File: src/rtl/mem_pkg.sv
// ============================================================================
// mem_pkg: shared defaults, FSM state type and request legality check. Rev 1.0
// ============================================================================
`default_nettype none

package mem_pkg;

    localparam int DEF_ADDR_WIDTH = 4;
    localparam int DEF_DATA_WIDTH = 32;
    localparam int DEF_MEM_SIZE   = 16;

    typedef enum logic [1:0] {
        IDLE    = 2'd0,
        RD_WAIT = 2'd1,
        RESP    = 2'd2
    } state_e;

    // Exactly one of wr/rd, and the word must physically exist (no aliasing).
    function automatic logic is_legal_req(input logic        wr,
                                          input logic        rd,
                                          input logic [31:0] addr,
                                          input int unsigned mem_size);
        return (wr ^ rd) && (addr < mem_size);
    endfunction

endpackage

`default_nettype wire

File: src/rtl/mem_array.sv
// ============================================================================
// mem_array: MEM_SIZE x DATA_WIDTH storage, one write port, async read. Rev 1.0
// ============================================================================
`default_nettype none

module mem_array #(
    parameter int ADDR_WIDTH = 4,
    parameter int DATA_WIDTH = 32,
    parameter int MEM_SIZE   = 16
) (
    input  logic                  clk,
    input  logic                  reset,
    input  logic                  we,
    input  logic [ADDR_WIDTH-1:0] waddr,
    input  logic [DATA_WIDTH-1:0] wdata,
    input  logic [ADDR_WIDTH-1:0] raddr,
    output logic [DATA_WIDTH-1:0] rdata
);

    logic [DATA_WIDTH-1:0] mem_q [MEM_SIZE];

    always_ff @(posedge clk or negedge reset) begin
        if (!reset) begin
            for (int i = 0; i < MEM_SIZE; i++) begin
                mem_q[i] <= '0;
            end
        end else if (we) begin
            mem_q[waddr] <= wdata;
        end
    end

    // The controller never reads out of range; the guard keeps the port defined anyway.
    assign rdata = (32'(raddr) < 32'(MEM_SIZE)) ? mem_q[raddr] : '0;

endmodule

`default_nettype wire

File: src/rtl/mem_slave_ctrl.sv
// ============================================================================
// mem_slave_ctrl: single-beat read/write memory slave with configurable read latency. Rev 1.0
// ============================================================================
`default_nettype none

module mem_slave_ctrl
    import mem_pkg::*;
#(
    parameter int ADDR_WIDTH = DEF_ADDR_WIDTH,
    parameter int DATA_WIDTH = DEF_DATA_WIDTH,
    parameter int MEM_SIZE   = DEF_MEM_SIZE,
    parameter int RD_LATENCY = 1
) (
    input  logic                  clk,
    input  logic                  reset,
    input  logic                  wr,
    input  logic                  rd,
    input  logic [ADDR_WIDTH-1:0] addr,
    input  logic [DATA_WIDTH-1:0] wdata,
    output logic [DATA_WIDTH-1:0] rdata,
    output logic                  slv_rsp,
    output logic                  err
);

    localparam int CNT_W = 2;

    state_e                state_q, state_d;
    logic [CNT_W-1:0]      cnt_q, cnt_d;
    logic [ADDR_WIDTH-1:0] raddr_q, raddr_d;
    logic [DATA_WIDTH-1:0] rdata_q, rdata_d;
    logic                  rsp_q, rsp_d;
    logic                  err_q, err_d;

    logic                  w_req;
    logic                  w_legal;
    logic                  w_mem_we;
    logic [DATA_WIDTH-1:0] w_mem_rdata;

    assign w_req   = wr | rd;
    assign w_legal = is_legal_req(wr, rd, 32'(addr), MEM_SIZE);

    mem_array #(
        .ADDR_WIDTH (ADDR_WIDTH),
        .DATA_WIDTH (DATA_WIDTH),
        .MEM_SIZE   (MEM_SIZE)
    ) u_mem_array (
        .clk   (clk),
        .reset (reset),
        .we    (w_mem_we),
        .waddr (addr),
        .wdata (wdata),
        .raddr (raddr_q),
        .rdata (w_mem_rdata)
    );

    always_ff @(posedge clk or negedge reset) begin
        if (!reset) begin
            state_q <= IDLE;
            cnt_q   <= '0;
            raddr_q <= '0;
            rdata_q <= '0;
            rsp_q   <= 1'b0;
            err_q   <= 1'b0;
        end else begin
            state_q <= state_d;
            cnt_q   <= cnt_d;
            raddr_q <= raddr_d;
            rdata_q <= rdata_d;
            rsp_q   <= rsp_d;
            err_q   <= err_d;
        end
    end

    always_comb begin
        state_d  = state_q;
        cnt_d    = cnt_q;
        raddr_d  = raddr_q;
        rdata_d  = rdata_q;
        rsp_d    = 1'b0;
        err_d    = 1'b0;
        w_mem_we = 1'b0;

        case (state_q)
            IDLE: begin
                if (w_req) begin
                    if (!w_legal) begin
                        rsp_d   = 1'b1;
                        err_d   = 1'b1;
                        state_d = RESP;
                    end else if (wr) begin
                        w_mem_we = 1'b1;
                        rsp_d    = 1'b1;
                        state_d  = RESP;
                    end else begin
                        // Counter reaches zero on the edge before data is due.
                        raddr_d = addr;
                        cnt_d   = CNT_W'(RD_LATENCY - 1);
                        state_d = RD_WAIT;
                    end
                end
            end
            RD_WAIT: begin
                if (cnt_q == '0) begin
                    rdata_d = w_mem_rdata;
                    rsp_d   = 1'b1;
                    state_d = RESP;
                end else begin
                    cnt_d = cnt_q - 1'b1;
                end
            end
            RESP: begin
                state_d = IDLE;
            end
            default: begin
                state_d = IDLE;
            end
        endcase
    end

    assign rdata   = rdata_q;
    assign slv_rsp = rsp_q;
    assign err     = err_q;

endmodule

`default_nettype wire

File: config.mk
export PLATFORM = sky130hd
export DESIGN_NAME = mem_slave_ctrl
export DESIGN_NICKNAME = d
export VERILOG_FILES = /design/src/rtl/mem_pkg.sv /design/src/rtl/mem_array.sv /design/src/rtl/mem_slave_ctrl.sv
export SDC_FILE = /design/constraint.sdc
export NUM_CORES = 1
export LEC_CHECK = 0
export ABC_AREA = 1
export CORE_ASPECT_RATIO = 1.1
export CORE_MARGIN = 2
export CORE_UTILIZATION = 45
export DETAILED_ROUTE_END_ITERATION = 8
export PLACE_DENSITY = 0.73
export SLEW_MARGIN = 20
export SYNTH_ARGS = -nofsm -noshare
export SYNTH_HDL_FRONTEND = slang
export SYNTH_SLANG_ARGS = --single-unit
export TNS_END_PERCENT = 100
File: constraint.sdc
create_clock -name clk -period 1.4 [get_ports clk]
set_clock_uncertainty 0.05 [all_clocks]
set_input_delay 0.21 -clock clk [delete_from_list [all_inputs] [get_ports clk]]
set_output_delay 0.21 -clock clk [all_outputs]
set_load 0.005 [all_outputs]
==> reports/metrics.yaml, run 1 <==
yosys:
  ys_warn_count: 0
  synth_top_area_share_pct: 55.77
  yosys-top-cells-area: "dfrtp_1 (56%), nand2_1 (20%), nand3_1 (7.8%)"
  synth_top_cell_by_area: "dfrtp_1"
  synth-seq-cells: 554
  netlist_area_mm2: 0.02486
  syn_nets: 3138
  yosysSeqAreaShare_pct: 55.77
  syn_inst: 3092
  syn_avg_cell_area_um2: 8.039
  synth_cell_types: 21
worst_setup_path:
  slowest_delay_ns: 0.52
  crit_chain: "buf_12 -> buf_12 -> buf_16 -> nand2_1 -> nand3_1 -> nand3_2 -> nand2_1 -> nand2_1 -> nand2_2 -> nand2_1 -> nand2_1"
  critPathBufInv: 3
  path_delay_family: "simple AND/OR/NAND/NOR gates"
  crit_top_cell: "nand2_1"
  start_kind: "flip-flop"
  cp.required_ns: 1.86
  critPathArrivalTime_ns: 2.25
  r2r_setup_slack_ns: -0.39
  cp_slowest_cell: "dfrtp_4"
  crit_type: "reg2reg"
  endpoint_kind: "flip-flop"
  crit_fanout: 10
grt:
  grt_pass1_vias: 21575
  antenna_found_initial: 0
  grt_max_degree: 73
  grt_usage_pct: 25.96
  grt_first_pass_wirelength_um: 118600
  grt.overflow.total: 0
outcome:
  status: "finished, violations left"
  violations: "setup timing"
detailed_routing:
  antenna_left: 0
  wire_per_inst_um: 21.14
  via_count: 23528
  vias_per_cell: 5.843
  drtIter0Drc: 2787
  drt-pass1-iter-count: 6
  drc: 0
  wl_um: 85120
power:
  vdd_drop_max_mv: 1.124
  power_density_mw_per_mm2: 1920
  finalPower_mw: 63.66
  power_leakage_nw: 15.71
sta:
  clock.fmax_ghz: 0.5589
  fin_ws_ns: -0.3893
  tightest_slew_ns: 0.7183
  finalCritPeriodShare_pct: 127.8
  finalCriticalPeriod_ns: 1.789
  finalSetupViolCount: 565
  relSlewSlack_pct: 52.06
  rsz0062_at_grt: "yes"
  tns_ns: -142.25
  finalHoldViolCount: 0
  drv_slew: 0
job:
  cap_violations: 0
clock_network:
  cts_inserted_buffers: 53
  cts_root_buffer: "clkbuf_16"
  clock_latency_ns: 0.62
  cts_tree: "done"
  cts_buffer_depth: 3
  cts_max_level: 2
  numClockSinks: 554
  clk_pin_slew_worst_paths_ns: 0.06
place:
  hpwl_um: 43930
  dp.cells: 3844
  place_congestion: 0.8361
  pre_cts_ws_ns: -0.6767
  port_buffers: 73
cells_and_area:
  final_cell_mix: "nand2_1 (1,111), dfrtp_1 (550), nand3_1 (315), o21ai_1 (297), o21ai_0 (158)"
  nNetsFinal: 3297
  antenna_cells: 0
  layout-drive-gt1-share_pct: 22.30
  final_common_cell: "nand2_1"
  syn2layout_area_growth_pct: 33.38
  instances_no_fill: 4027
  final.fill_count: 4340
  utilization_pct: 60.58
floorplanning:
  die_w_um: 228.1
  core_region_area_mm2: 0.05473
  die-area_mm2: 0.05713
  num_io_pins: 74
  std_cell_rows: 90
  start_util_pct: 45.42
  die_h_um: 250.5
min_path:
  worstHoldPathType: "in2async"
-- sequential cells by signal, summed over array words and instances, names as in the netlist --
signal	flops
u_mem_array.mem_q	512
raddr_q	4
slv_rsp	1
rdata	32
cnt_q	2
state_q	2
err	1
-- stage by stage --
stage	cell area (um2)	hold slack [ns]
floorplan	25120	-0.1356
global placement	28150	0.03651
detailed placement	28150	0.03559
CTS	30820	0.1652
global route	33150	0.1835
finish	33150	0.1866
-- worst paths after layout --
path                                             start                            endpoint  cells after the start
worst max-delay path            raddr_q[0]$_DFFE_PN0P_                rdata[3]$_DFFE_PN0P_                     11
worst min-delay path                             reset   u_mem_array.mem_q[27]$_DFFE_PN0P_                      3
worst max register to register  raddr_q[0]$_DFFE_PN0P_                rdata[3]$_DFFE_PN0P_                     11
worst min register to register   rdata[17]$_DFFE_PN0P_               rdata[17]$_DFFE_PN0P_                      2
max in group asynchronous                        reset  u_mem_array.mem_q[480]$_DFFE_PN0P_                      3
min in group clk                              wdata[9]  u_mem_array.mem_q[425]$_DFFE_PN0P_                      4
-- worst reg2reg max path, delay by kind of cell (launching register included) --
kind	cells	cell delay, ns
buffers and inverters	3	0.43
flip-flops	1	0.52
AND/OR/NAND/NOR	8	0.65
-- cells in the mapped netlist --
library cell	instances
nand2_1	1300
dfrtp_1	554
nand3_1	387
o21ai_1	320
o21ai_0	201
buf_2	110
clkbuf_1	93
inv_1	49
buf_1	24
nor2_1	18
buf_4	12
ha_1	6
nand2_2	5
nand2_4	5
inv_2	2
a22oi_1	1
buf_12	1
nand3b_1	1
nor2_2	1
nor2_8	1
or2_2	1
-- layer usage --
| metal | part of all wire [%] | GRT usage, % |
|---|---|---|
| met4 | 6.3 | 10.03 |
| met3 | 9.6 | 4.394 |
| met1 | 38 | 34.46 |
| met2 | 47 | 42.75 |
| met5 | 0 | 0 |
-- repair_timing --
action / in CTS / in global routing
endpoints found under the setup margin: 578 / 590
buffers inserted: 27 / 4
pin swaps: 37 / 86
hold endpoints to repair: 554 / 0
gates resized for setup: 262 / 388
cloned: 16 / 42
hold buffers: 2 / 0
-- where the power goes --
part           internal [mW]  total, mW  leakage [nW]  switching, mW
clock network           8.36       14.7         0.852           6.38
registers               19.9       22.5          7.35           2.64
logic                   11.4       26.4          7.51           15.0
-- area by class of cell --
| cell class | instances | area [um2] | area share (%) |
|---|---|---|---|
| sequential | 554 | 13880 | 41.85 |
| multi-input combinational | 2248 | 11270 | 34.00 |
| timing repair buffer | 341 | 5072 | 15.30 |
| clock buffer | 76 | 1535 | 4.631 |
| tap | 736 | 920.9 | 2.778 |
| clock inverter | 19 | 220.2 | 0.6642 |
| inverter | 51 | 220.2 | 0.6642 |
| timing repair inverter | 2 | 36.28 | 0.1094 |
-- cell families (layout without fill, tap and decap cells) --
logic type | Yosys count | after routing | synth area share (%)
AO/OA/AOI/OAI | 522 | 522 | 10.52
buffers and inverters | 291 | 489 | 5.195
AND/OR/NAND/NOR | 1719 | 1720 | 28.21
adder cells (fa/ha/maj) | 6 | 6 | 0.3020
flip-flops | 554 | 554 | 55.77
Power figures use the tool's default switching activity.
==> inputs of run 2 (changes only) <==
--- a/config.mk
+++ b/config.mk
@@ -6,6 +6,7 @@
 export NUM_CORES = 1
 export LEC_CHECK = 0
 export ABC_AREA = 1
+export ABC_CLOCK_PERIOD_IN_PS = 1400
 export CORE_ASPECT_RATIO = 1.1
 export CORE_MARGIN = 2
 export CORE_UTILIZATION = 45
==> results of run 2 <==
The final DEF is identical to that of run 1; final timing and power are the same.
